$ cat src/rtl/spi_slave_if.sv
// Bus bundle between an SPI master/memory side and spi_slave.
// rx_valid is a one-cycle pulse qualifying rx_data; tx_valid qualifies tx_data, with no ready/back-pressure.
interface spi_slave_if;
    logic       SS_n;
    logic       MOSI;
    logic       MISO;
    logic [9:0] rx_data;
    logic       rx_valid;
    logic [7:0] tx_data;
    logic       tx_valid;

    modport master (
        output SS_n, MOSI, tx_data, tx_valid,
        input  MISO, rx_data, rx_valid
    );

    modport slave (
        input  SS_n, MOSI, tx_data, tx_valid,
        output MISO, rx_data, rx_valid
    );
endinterface

$ cat src/rtl/spi_slave.sv
// SPI slave: collects 10-bit frames {cmd, payload} one bit per clk, and shifts
// read data back on MISO after a read-data command. State is exposed for checkers.
module spi_slave (
    input  logic              clk,
    input  logic              rst_n,
    spi_slave_if.slave        bus,
    output logic [2:0]        o_state,
    output logic              o_addr_seen
);

    typedef enum logic [2:0] {
        IDLE      = 3'd0,
        CHK_CMD   = 3'd1,
        WRITE     = 3'd2,
        READ_ADD  = 3'd3,
        READ_DATA = 3'd4
    } state_t;

    state_t     r_state;
    logic       r_addr_seen;
    logic [3:0] r_bit_cnt;
    logic [8:0] r_rx_shift;
    logic       r_frame_done;
    logic [9:0] r_rx_data;
    logic       r_rx_valid;
    logic [7:0] r_tx_shift;
    logic [2:0] r_tx_cnt;
    logic       r_tx_loaded;
    logic       r_miso;
    logic       w_last_bit;

    assign w_last_bit = (r_bit_cnt == 4'd8);

    always_ff @(posedge clk or negedge rst_n) begin
        if (!rst_n) begin
            r_state      <= IDLE;
            r_addr_seen  <= 1'b0;
            r_bit_cnt    <= 4'd0;
            r_rx_shift   <= 9'd0;
            r_frame_done <= 1'b0;
            r_rx_data    <= 10'h000;
            r_rx_valid   <= 1'b0;
            r_tx_shift   <= 8'd0;
            r_tx_cnt     <= 3'd0;
            r_tx_loaded  <= 1'b0;
            r_miso       <= 1'b0;
        end else begin
            r_rx_valid <= 1'b0;
            // Deselect wins over everything, including the bit-0 sample.
            if (r_state != IDLE && bus.SS_n) begin
                r_state      <= IDLE;
                r_bit_cnt    <= 4'd0;
                r_rx_shift   <= 9'd0;
                r_frame_done <= 1'b0;
                r_tx_shift   <= 8'd0;
                r_tx_cnt     <= 3'd0;
                r_tx_loaded  <= 1'b0;
                r_miso       <= 1'b0;
            end else begin
                case (r_state)
                    IDLE: begin
                        if (!bus.SS_n) r_state <= CHK_CMD;
                    end
                    CHK_CMD: begin
                        r_rx_shift <= {8'h00, bus.MOSI};
                        r_bit_cnt  <= 4'd0;
                        if (!bus.MOSI)       r_state <= WRITE;
                        else if (r_addr_seen) r_state <= READ_DATA;
                        else                  r_state <= READ_ADD;
                    end
                    WRITE, READ_ADD, READ_DATA: begin
                        if (!r_frame_done) begin
                            r_rx_shift <= {r_rx_shift[7:0], bus.MOSI};
                            if (w_last_bit) begin
                                r_rx_data    <= {r_rx_shift, bus.MOSI};
                                r_rx_valid   <= 1'b1;
                                r_frame_done <= 1'b1;
                                if (r_state == READ_ADD)  r_addr_seen <= 1'b1;
                                if (r_state == READ_DATA) r_addr_seen <= 1'b0;
                            end else begin
                                r_bit_cnt <= r_bit_cnt + 4'd1;
                            end
                        end else if (r_state == READ_DATA) begin
                            // Bit 7 goes straight to MISO on the latch edge; seven more follow.
                            if (!r_tx_loaded && bus.tx_valid) begin
                                r_tx_loaded <= 1'b1;
                                r_miso      <= bus.tx_data[7];
                                r_tx_shift  <= {bus.tx_data[6:0], 1'b0};
                                r_tx_cnt    <= 3'd7;
                            end else if (r_tx_cnt != 3'd0) begin
                                r_miso     <= r_tx_shift[7];
                                r_tx_shift <= {r_tx_shift[6:0], 1'b0};
                                r_tx_cnt   <= r_tx_cnt - 3'd1;
                            end else begin
                                r_miso <= 1'b0;
                            end
                        end
                    end
                    default: r_state <= IDLE;
                endcase
            end
        end
    end

    assign bus.MISO     = r_miso;
    assign bus.rx_data  = r_rx_data;
    assign bus.rx_valid = r_rx_valid;
    assign o_state      = r_state;
    assign o_addr_seen  = r_addr_seen;

endmodule

$ cat src/flat_wrapper.sv
// flat-port wrapper written by rule: the top's interface ports become plain ports
module spi_slave_flat 
  (clk, rst_n, o_state, o_addr_seen, bus_SS_n, bus_MOSI, bus_tx_data, bus_tx_valid, bus_MISO, bus_rx_data, bus_rx_valid);
  spi_slave_if bus_i ();
  input  logic clk;
  input  logic rst_n;
  output logic [2:0] o_state;
  output logic o_addr_seen;
  input wire logic [$bits(bus_i.SS_n)-1:0] bus_SS_n;
  input wire logic [$bits(bus_i.MOSI)-1:0] bus_MOSI;
  input wire logic [$bits(bus_i.tx_data)-1:0] bus_tx_data;
  input wire logic [$bits(bus_i.tx_valid)-1:0] bus_tx_valid;
  output wire logic [$bits(bus_i.MISO)-1:0] bus_MISO;
  output wire logic [$bits(bus_i.rx_data)-1:0] bus_rx_data;
  output wire logic [$bits(bus_i.rx_valid)-1:0] bus_rx_valid;
  assign bus_i.SS_n = bus_SS_n;
  assign bus_i.MOSI = bus_MOSI;
  assign bus_i.tx_data = bus_tx_data;
  assign bus_i.tx_valid = bus_tx_valid;
  assign bus_MISO = bus_i.MISO;
  assign bus_rx_data = bus_i.rx_data;
  assign bus_rx_valid = bus_i.rx_valid;
  spi_slave u_core (.clk(clk), .rst_n(rst_n), .bus(bus_i), .o_state(o_state), .o_addr_seen(o_addr_seen));
endmodule
$ cat config.mk
export PLATFORM = sky130hd
export DESIGN_NAME = spi_slave_flat
export DESIGN_NICKNAME = d
export VERILOG_FILES = /design/src/rtl/spi_slave_if.sv /design/src/rtl/spi_slave.sv /design/src/flat_wrapper.sv
export SDC_FILE = /design/constraint.sdc
export NUM_CORES = 1
export LEC_CHECK = 0
export BUFFER_PORTS_ARGS = -buffer_cell sky130_fd_sc_hd__buf_2
export CORE_ASPECT_RATIO = 0.8
export CORE_MARGIN = 2
export CORE_UTILIZATION = 25
export CTS_BUF_LIST = sky130_fd_sc_hd__clkbuf_8
export DETAILED_ROUTE_END_ITERATION = 8
export SLEW_MARGIN = 20
export SYNTH_ARGS = -nofsm -noshare
export SYNTH_HDL_FRONTEND = slang
export SYNTH_SLANG_ARGS = --single-unit
$ cat constraint.sdc
create_clock -name clk -period 2.04 [get_ports clk]
set_input_delay 0.408 -clock clk [delete_from_list [all_inputs] [get_ports clk]]
set_output_delay 0.408 -clock clk [all_outputs]
set_load 0.02 [all_outputs]
After elaboration in Yosys (flattened, before gate mapping)
Index checks and enable logic that the tools add are counted.
{"block": "word_totals", "out_inout_bits": 16, "word_cells": 90, "in_bits": 13, "ff_bits": 42}
{"block": "classes", "muxes": 44, "addsub": 2, "n_reduce_logical": 22, "eq_ne": 9, "bitwise": 2}
{"op": "two-way mux 8 bit", "count": 6}
{"op": "two-way mux 3 bit", "count": 10}
{"op": "two-way mux 1 bit", "count": 20}
{"op": "two-way mux 9 bit", "count": 2}
{"op": "one-hot mux 9 bit (2 select lines)", "count": 1}
{"op": "two-way mux 4 bit", "count": 3}
{"op": "AND reduction 4 bit", "count": 3}
{"op": "nonzero test 3 bit", "count": 4}
{"op": "nonzero test 2 bit", "count": 5}
{"op": "one-hot mux 3 bit (3 select lines)", "count": 1}
{"op": "one-hot mux 4 bit (2 select lines)", "count": 1}
{"op": "equality test 3 x 2 -> 1 bit, second input constant", "count": 2}
{"op": "!= test 3 bit, second input constant", "count": 2}
{"op": "AND reduction 3 bit", "count": 2}
{"op": "AND reduction 5 bit", "count": 1}
{"op": "adder 4 x 1 -> 4 bit, second input constant", "count": 1}
{"op": "equality test 4 bit, second input constant", "count": 1}
{"op": "AND reduction 2 bit", "count": 2}
{"op": "equality test 3 x 1 -> 1 bit, second input constant", "count": 1}
{"op": "equality test 3 bit, second input constant", "count": 1}
{"op": "logical NOT 3 bit", "count": 1}
{"op": "!= test 3 x 2 -> 1 bit, second input constant", "count": 1}
{"op": "OR reduction 3 bit", "count": 1}
{"op": "subtractor 3 x 1 -> 3 bit, second input constant", "count": 1}
{"op": "4 further kinds", "count": 6}

Longest topological paths before layout
Gate-level depths: netlist of run 1.
{"block": "logic_depth", "ltp_word": 7, "mapped_depth": 7, "depth_no_buf": 6}

Worst setup path before layout of run 1
No wires, ideal clock.
{"block": "synth_timing", "path_kind": "register to register", "from": "register u_core.r_state[1] (netlist: u_core.o_state[1])", "to": "register u_core.r_rx_data[1] (netlist: u_core.bus.rx_data[1])", "path_stages_with_launch": 7, "setup_ns": 0.125, "synth_period_minus_slack_ns": 1.776, "arrival_ns": 1.651, "path_slack_ns": 0.264, "n_path_buf": 2, "t_required_ns": 1.915, "cell_sequence": "dfrtp_1 buf_6 or2_4 o21ai_4 o2111ai_2 buf_6 mux2_4"}
{"block": "synth_via", "elab_chain_cells": 4, "word_cells_on_any_way": 8, "cone_classes": "3 x eq/ne; 1 x bitwise; 4 x reduce/logical"}
{"element": "start: declaration", "line_no": "spi_slave.sv:19", "source": "state_t r_state;"}
{"element": "start signal: assignment", "line_no": "spi_slave.sv:36", "source": "r_state <= IDLE;"}
{"element": "start signal: assignment", "line_no": "spi_slave.sv:51", "source": "r_state <= IDLE;"}
{"element": "start signal: assignment", "line_no": "spi_slave.sv:62", "source": "if (!bus.SS_n) r_state <= CHK_CMD;"}
{"element": "branches (longest 3 deep; another with equality test 3 x 2 -> 1 bit)"}
{"element": "AND reduction 4 bit (no line) (*)"}
{"element": "end signal: assignment", "line_no": "spi_slave.sv:75", "source": "r_rx_data <= {r_rx_shift, bus.MOSI};"}
{"element": "end: declaration", "line_no": "spi_slave.sv:24", "source": "logic [9:0] r_rx_data;"}
Every way passes the cells marked *.
A chain may end at the register's enable or synchronous reset.

Worst setup path in the final report of run 1
{"block": "layout_timing", "from": "register u_core.r_state[2] (netlist: u_core.o_state[2])", "to": "register u_core.r_rx_data[7] (netlist: u_core.bus.rx_data[7])"}
The elaborated chain is that of the path after synthesis.

==> metrics.txt, run 1 <==
status finished, final reports clean; DPL Wire Length 3.14 mm; hold_buf cts 0; initial antenna violation count 0; R2R setup slack 120 ps; CTS root buf clkbuf_8; area grow syn2layout 18.0%; Finish-stage setup viols 0; cell types with the highest counts after synthesis dfrtp_1, nand2_1, mux2_4; M1 wire length 2.23 mm; Total Routing Usage GR 10.5%; Initial Utilization 25.4%; nets@finish 236; crit start category flop; IO buf count 28; area of the multi-input gates 993 um^2; asr flop ratio synth 100%; worst slew pin tran 704 ps; # diodes 0; Clk pin slew, worst setup/hold paths 80 ps; leading area contributor after synthesis dfrtp_1; layout cell share with drive strength beyond 1 31.4%; sequential share of the synthesized area 48.2%; Critical R2R Capture u_core.bus.rx_data[7]$_DFFE_PN0P_; vias in the first global route 1488; Tot Pwr 2.26 mW; Mean Syn Cell Area 11.3 um^2; Synth warnings 0; Req. time, crit path 2220 ps; uppermost routed layer met4; gr ovfl total 0; routed len/inst 13.2 um; DR vias/cell 4.43; Setup Skew 4.10 ps; Hold Violations, Final 0; top-count cell post-synth dfrtp_1; post-route ant nets 0; EDFF count, synth 0; Clock Path Buffers 2; Final min period 1920 ps; Switching Power 0.653 mW; Filler cells 858; leak pwr 1.22 nW; Comb pwr share 24.0%; RD Place Congestion 0.809; number of synthesized register bits 41; total setup buffers inserted after CTS 0; Chip Width 107 um; Ports 29; largest net degree at the start of global routing 21; routed length on met3 167 um; Rel. slew slack 52.9%; clk sinks 41; Syn Nets 206; Core ar. 8370 um^2; DRC Markers 0; max cap viols 0; num rows 30; post-CTS sizing 0; Worst Hold Class input port to asynchronous set/reset pin; CTS buffer count 5; VDD IR max 0.351 mV; library cells used by synthesis 46; top_reg_cell synth dfrtp_1; Sw Ratio 28.8%; fin crit share 93.9%; RSZ-0062 raised after global routing no; routed vias 1470; Final Max Tran Viols 0; DR iter-0 viols 71; maximum fanout along the worst path 11; DIE AREA 9280 um^2; Routed WL 4.39 mm; Die Span Y 86.6 um; part of the power in the clock network 30.3%; Crit Path Category flop to flop; Mapped Area 2130 um^2; nature of the critical path endpoint flop; FMAX 0.522 GHz; worst path arrival time 2090 ps; CTS tree done; Reg power frac 45.7%; clk_lat worst skew 290 ps; PD cells 901 nW/um^2; metal2 WL 1.96 mm; worst r2r src u_core.o_state[2]$_DFFE_PN0P_; ranking of synthesized cells by area dfrtp_1, mux2_4, nand2_1, a21oi_1, a22o_1; Register Area 1030 um^2; Reg2Reg Depth 4; setup_tns 0 ps; first-pass GRT wire length 7.57 mm; H-tree depth 2; Yosys top cell area share 48.2%; Post-Syn Instances 189; First-pass DRT Iterations 4; Int Power 1.61 mW
placed cells by master (no fill, tap or decap), types with 5 or more instances in the layout:
cell type,count
buf_2,28
a22o_1,8
buf_4,8
inv_1,9
nor2b_1,5
mux2_4,18
dfrtp_1,41
nand2_1,21
nor2_1,7
a21oi_1,14
clkbuf_8,6
critical path, stage by stage (launching register included):
cell and delay, ps:
dfrtp_1 580, nor3b_1 510, o2111ai_2 180, buf_4 230
mux2_4 310
kinds of logic after synthesis:
| logic type | Yosys count | synth area share [%] |
|---|---|---|
| AND/OR/NAND/NOR | 54 | 13.1 |
| AO/OA/AOI/OAI | 46 | 16.6 |
| flip-flops | 41 | 48.2 |
| buffers and inverters | 22 | 5.17 |
| multiplexers | 22 | 14.6 |
| adder cells (fa/ha/maj) | 4 | 2.35 |
per-stage QoR:
step / hold slack, ps / setup WS, ps / std cells / area, um^2 / utilization (%)
after global routing: 59.5 / 25.2 / 332 / 2510 / 30.0
final: 38.9 / 124 / 332 / 2510 / 30.0
after global placement: 370 / 240 / 324 / 2390 / 28.6
after floorplan: 112 / 264 / 189 / 2130 / -
after CTS: 55.5 / 175 / 332 / 2510 / 30.0
after detailed placement: 376 / 186 / 324 / 2390 / 28.6
power groups by stage:
stage | clock network (mW) | registers, mW | logic [mW]
5_1_grt | 0.753 | 1.06 | 0.615
2_1_floorplan | 0 | 1.02 | 0.443
4_1_cts | 0.704 | 1.03 | 0.550
6_report | 0.686 | 1.03 | 0.544
3_5_place_dp | 0 | 1.04 | 0.550
3_3_place_gp | 0 | 1.04 | 0.535
sequential cells by signal (all words and copies together) (netlist names):
| signal | flops |
|---|---|
| u_core.bus.rx_data | 10 |
| u_core.r_rx_shift | 9 |
| u_core.r_tx_shift | 7 |
| u_core.r_bit_cnt | 4 |
| u_core.o_state | 3 |
| u_core.r_tx_cnt | 3 |
| u_core.bus.MISO | 1 |
| u_core.bus.rx_valid | 1 |
| u_core.o_addr_seen | 1 |
| u_core.r_frame_done | 1 |
| u_core.r_tx_loaded | 1 |
area by class of cell:
cell class	count	share of cell area, %
Tap cell	112	5.57
Timing Repair Buffer	36	7.96
Sequential cell	41	40.8
Inverter	9	1.34
Multi-Input combinational cell	126	39.5
Clock inverter	2	1.49
Clock buffer	6	3.29
worst max path at each step:
stage,startpoint,end,cells after the start
detailed placement,u_core.o_state[2]$_DFFE_PN0P_,u_core.bus.rx_data[3]$_DFFE_PN0P_,4
floorplan,u_core.o_state[1]$_DFFE_PN0P_,u_core.bus.rx_data[1]$_DFFE_PN0P_,6
finish,u_core.o_state[2]$_DFFE_PN0P_,u_core.bus.rx_data[7]$_DFFE_PN0P_,4
CTS,u_core.o_state[2]$_DFFE_PN0P_,u_core.bus.rx_data[7]$_DFFE_PN0P_,4
global placement,u_core.r_frame_done$_DFFE_PN0P_,u_core.r_tx_shift[3]$_DFFE_PN0P_,4
global route,u_core.o_state[2]$_DFFE_PN0P_,u_core.bus.rx_data[7]$_DFFE_PN0P_,4
metal layers:
metal	vias to the layer above	GRT usage [%]
met2	22	16.4
met4	0	2.83
li1	728	-
met3	5	3.01
met1	715	14.3
met5	-	0
(Power assumes the default switching activity.)
==> run 2, diff against run 1 <==
==> constraint.sdc (replaced) <==
create_clock -name clk -period 2.04 [get_ports clk]
set_input_delay 0.102 -clock clk [delete_from_list [all_inputs] [get_ports clk]]
set_output_delay 0.102 -clock clk [all_outputs]
set_load 0.02 [all_outputs]
==> metrics.txt, run 2 (same netlist as run 1, synthesis figures left out) <==
worst path arrival time 2080 ps (about the same); Rel. slew slack 67.5% (+15 points); RSZ-0062 raised after global routing no; Chip Width 107 um (unchanged); Ports 29 (unchanged); Req. time, crit path 2220 ps (about the same); layout cell share with drive strength beyond 1 31.2% (-0.14 points); Worst Hold Class input port to flop; maximum fanout along the worst path 13 (+2); CTS root buf clkbuf_8; most frequent cells in the layout dfrtp_1, buf_2, nand2_1; Hold Violations, Final 0 (unchanged); CTS tree done; nature of the critical path endpoint flop; leak pwr 1.21 nW (-0.75%); Total Routing Usage GR 10.1% (-0.35 points); Initial Utilization 25.4% (unchanged); Final Max Tran Viols 0 (unchanged); max cap viols 0 (unchanged); CP Buf/Inv Count 1 (unchanged); Setup Skew 5.43 ps (+1.33 ps); post-route ant nets 0 (unchanged); fin crit share 92.9% (-1.1 points); Core ar. 8370 um^2 (unchanged); Routed WL 4.32 mm (-1.5%); crit start category flop; final non-filler cell total 333 (+0.30%); Finish-stage setup viols 0 (unchanged); largest net degree at the start of global routing 25 (+19%); DRC Markers 0 (unchanged); post-CTS sizing 0 (unchanged); DR vias/cell 4.45 (+0.45%); clk sinks 41 (unchanged); FMAX 0.528 GHz (+1.2%); VDD IR max 0.333 mV (-5.1%); gr ovfl total 0 (unchanged); vias in the first global route 1512 (+1.6%); First-pass DRT Iterations 4 (unchanged); worst slew pin tran 484 ps (-220 ps); crit-path max cell delay 610 ps (+30 ps); PD cells 845 nW/um^2 (-6.2%); DPL Wire Length 3.14 mm (about the same); status finished, final reports clean; area grow syn2layout 16.9%; CTS buffer count 5 (unchanged); DP Cell Count 324 (unchanged); # diodes 0 (unchanged); DR iter-0 viols 99 (+39%); crit path cell chain nor3b_1, o2111ai_2, buf_4, mux2_4; IO buf count 28 (unchanged); CP max-delay cell dfrtp_1; Clk pin slew, worst setup/hold paths 80 ps (about the same); setup_tns 0 ps (unchanged); routed vias 1481 (+0.75%); clk_lat worst skew 290 ps (about the same); Die Span Y 86.6 um (unchanged); initial antenna violation count 0 (unchanged); cell family with most CP delay flip-flops; num rows 30 (unchanged); first-pass GRT wire length 7.36 mm (-2.7%); commonest non-fill, non-tap cell in the layout dfrtp_1; Crit Path Category flop to flop; DIE AREA 9280 um^2 (unchanged); RD Place Congestion 0.758 (-6.4%); nets@finish 237 (+0.42%); Clock Path Buffers 2 (unchanged); max FFs per register 10 (unchanged); Final min period 1890 ps (-22.0 ps); H-tree depth 2 (unchanged); routed len/inst 13.0 um (-1.8%)
==> run 2: changes by cell type in the layout (fill, tap and decap cells not counted), sizes merged <==
cell         delta
bufinv          -1
dlygate4sd3     +1
clkbuf          -1
clkinv          +2
==> run 2: metrics by stage <==
| stage | area (um^2) | hold slack [ps] | utilization (%) | power (mW) | worst slack, ps |
|---|---|---|---|---|---|
| after global routing | 2490 | 107 | 29.7 | 2.25 | 2.56 |
| after global placement | 2390 | 63.7 | 28.6 | 1.58 | 200 |
| after floorplan | 2130 | -194 | - | 1.47 | 264 |
| after detailed placement | 2390 | 67.2 | 28.6 | 1.60 | 150 |
| after CTS | 2490 | 101 | 29.7 | 2.15 | 141 |
| final | 2490 | 112 | 29.7 | 2.10 | 146 |
==> run 2: final cells by class <==
class                      instances  area, um^2
fill                             867        5880
multi-input combinational        126         993
tap                              112         140
sequential                        41        1030
clock buffer                       5        68.8
clock inverter                     3        17.5
timing repair buffer              37         210
inverter                           9        33.8
==> run 2: layer usage <==
layer,track usage (%),wire [um],vias to the layer above
li1,-,-,735
met2,15.9,1970,23
met5,0,0,-
met3,2.78,156,6
met4,2.83,47,0
met1,13.8,2150,717
==> run 2: what timing repair did <==
item	CTS	global route
setup buffers	0	0
hold buffers	1	0
endpoints found under the hold margin	17	0
==> run 2: worst register-to-register path: stages, from the launching register on <==
cell and delay, ps:
dfrtp_1 610, nor3b_1 480, o2111ai_2 170, buf_4 220, mux2_4 310
==> run 2: report_power, final <==
part	internal (mW)	leakage, nW	switching, mW
logic	0.280	0.619	0.267
clock network	0.236	0.0439	0.288
registers	0.936	0.552	0.0979
==> run 2: worst paths after layout <==
check	start	endpoint	slack (ps)	cells past startpoint
worst max register to register	u_core.o_state[2]$_DFFE_PN0P_	u_core.bus.rx_data[9]$_DFFE_PN0P_	150	4
worst max-delay path	u_core.o_state[2]$_DFFE_PN0P_	u_core.bus.rx_data[9]$_DFFE_PN0P_	150	4
worst min-delay path	bus_MOSI	u_core.r_rx_shift[0]$_DFFE_PN0P_	110	3
worst min register to register	u_core.bus.MISO$_DFFE_PN0P_	u_core.bus.MISO$_DFFE_PN0P_	500	2
min in group asynchronous	rst_n	u_core.bus.rx_data[3]$_DFFE_PN0P_	280	2
max in group asynchronous	rst_n	u_core.r_tx_cnt[0]$_DFFE_PN0P_	1090	3
==> run 3, diff against run 2 <==
- CTS_BUF_LIST: sky130_fd_sc_hd__clkbuf_8 -> sky130_fd_sc_hd__clkbuf_8 sky130_fd_sc_hd__clkbuf_16
- clock period: 2.04 -> 1.57 ns (I/O delays scaled with it)
==> metrics.txt, run 3 (same netlist as run 1, synthesis figures left out) <==
status finished, violations left; failing checks negative setup slack; met3 Use GR 2.71% (-0.075 points); worst r2r src u_core.o_state[0]$_DFFE_PN0P_; Routed WL 4.61 mm (+6.7%); Ports 29 (unchanged); PD cells 1110 nW/um^2 (+32%); # diodes 0 (unchanged); nets@finish 256 (+8.0%); Setup Skew 7.15 ps (+1.71 ps); FMAX 0.604 GHz (+14%); Initial Utilization 25.4% (unchanged); first-pass GRT wire length 7.47 mm (+1.4%); leak pwr 1.34 nW (+10%); hold path endpoint u_core.r_rx_shift[0]$_DFFE_PN0P_; Finish-stage setup viols 21 (+21); Critical R2R Capture u_core.bus.rx_data[5]$_DFFE_PN0P_; Final Max Tran Viols 0 (unchanged); post-route ant nets 0 (unchanged); gr ovfl total 0 (unchanged); num rows 30 (unchanged); DR vias/cell 4.45 (about the same); Filler cells 831 (-4.2%); Clock Path Buffers 2 (unchanged); Worst Hold Class input port to flop; routed len/inst 13.1 um (+0.90%); CTS tree done; maximum fanout along the worst path 11 (-2); max cap viols 0 (unchanged); total setup buffers inserted after CTS 0 (unchanged); area grow syn2layout 30.3%; fin crit share 106% (+13 points); Total Routing Usage GR 10.2% (+0.074 points); RSZ-0062 raised after global routing yes; Tot Pwr 3.09 mW (+47%); Reg2Reg Depth 5 (+1); VDD IR max 0.464 mV (+39%); Core ar. 8370 um^2 (unchanged); Req. time, crit path 1760 ps (-460 ps); min-delay src bus_MOSI; GR peak layer met2; met2 Use GR 16.9% (+1.0 points); clk_lat worst skew 290 ps (about the same); layout cell share with drive strength beyond 1 43.8% (+13 points); DPL Wire Length 3.29 mm (+4.6%); worst path arrival time 1840 ps (-240 ps); Rel. slew slack 59.8% (-7.7 points); DIE AREA 9280 um^2 (unchanged); H-tree depth 2 (unchanged); Hold Path Stages 3 (unchanged); Final min period 1660 ps (-238 ps); largest net degree at the start of global routing 29 (+16%); IO buf count 28 (unchanged); initial antenna violation count 0 (unchanged); CTS root buf clkbuf_8; RD Place Congestion 0.812 (+7.1%); Setup WS pre-CTS -109 ps (-259 ps); Chip Width 107 um (unchanged); DRC Markers 0 (unchanged); CTS buffer count 5 (unchanged); max FFs per register 10 (unchanged); routed vias 1566 (+5.7%); First-pass DRT Iterations 4 (unchanged); Crit Path Category flop to flop; DR iter-0 viols 64 (-35%); crit start category flop; clk sinks 41 (unchanged); Clk pin slew, worst setup/hold paths 90 ps (about the same); Die Span Y 86.6 um (unchanged); commonest non-fill, non-tap cell in the layout dfrtp_1; vias in the first global route 1523 (+0.73%); Hold Violations, Final 0 (unchanged); global routing met1 resource utilization 13.4% (-0.50 points); R2R setup slack -90 ps (-230 ps); most frequent cells in the layout dfrtp_1, buf_2, buf_4; final setup margin -86.5 ps (-232 ps); nature of the critical path endpoint flop; worst slew pin tran 603 ps (+119 ps)
-- run 3: cell count changes in the layout (fill, tap and decap cells not counted), moves of 2 or more --
| cell | previous run | this run |
|---|---|---|
| nor2b_1 | 5 | 3 |
| nand3_1 | 4 | 2 |
| buf_12 | 0 | 2 |
| buf_4 | 8 | 25 |
| nand3_2 | 0 | 2 |
| clkinv_2 | 2 | 0 |
-- run 3: layout make-up --
cell class,count,area [um^2],area share [%]
clock buffer,5,68.8,2.48
clock inverter,3,46.3,1.67
inverter,9,33.8,1.22
multi-input combinational,126,1080,38.9
sequential,41,1030,37.0
tap,112,140,5.05
timing repair buffer,56,378,13.6
-- run 3: repair_timing --
action,CTS,global route
pin swaps,0,7
setup endpoints to repair,23,34
gates resized for setup,4,16
hold buffers,1,0
endpoints found under the hold margin,26,0
-- run 3: how the worst max path moves through the flow --
| stage | start | depth (start not counted) | end |
|---|---|---|---|
| after floorplan | u_core.o_state[1]$_DFFE_PN0P_ | 6 | u_core.bus.rx_data[1]$_DFFE_PN0P_ |
| after global placement | u_core.r_tx_cnt[0]$_DFFE_PN0P_ | 6 | u_core.r_tx_shift[3]$_DFFE_PN0P_ |
| after detailed placement | u_core.o_state[0]$_DFFE_PN0P_ | 5 | u_core.bus.rx_data[6]$_DFFE_PN0P_ |
| after CTS | u_core.o_state[0]$_DFFE_PN0P_ | 5 | u_core.bus.rx_data[5]$_DFFE_PN0P_ |
| after global routing | u_core.o_state[0]$_DFFE_PN0P_ | 5 | u_core.bus.rx_data[1]$_DFFE_PN0P_ |
| final | u_core.o_state[0]$_DFFE_PN0P_ | 5 | u_core.bus.rx_data[5]$_DFFE_PN0P_ |
-- run 3: power by group --
part           switching, mW  internal (mW)  leakage, nW
sequential             0.112           1.22        0.551
clock                  0.392          0.476       0.0543
combinational          0.411          0.484        0.733
total                  0.915           2.18         1.34
-- run 3: routing by layer --
metal | wire, um | part of all wire [%] | vias up
met1 | 2200 | 48 | 768
met4 | 18 | 0.39 | 0
met2 | 2240 | 49 | 20
li1 | - | - | 775
met3 | 147 | 3.2 | 3
met5 | 0 | 0 | -
-- run 3: metrics by stage --
stage | TNS (ps) | std cells | hold WS (ps) | cell area (um^2) | utilization, %
after floorplan | -3150 | 189 | -217 | 2130 | -
after global placement | -886 | 343 | 128 | 2560 | 30.6
after detailed placement | -1330 | 343 | 137 | 2560 | 30.6
after CTS | -1190 | 352 | 87.8 | 2710 | 32.3
after global routing | -2480 | 352 | 126 | 2770 | 33.1
final | -1150 | 352 | 86.3 | 2770 | 33.1
-- run 3: critical path, cell delays in order, from the launching register on --
cell and delay, ps:
dfrtp_1 430, or2_4 290, o21ai_4 200, o2111ai_4 150
buf_12 180, mux2_4 290
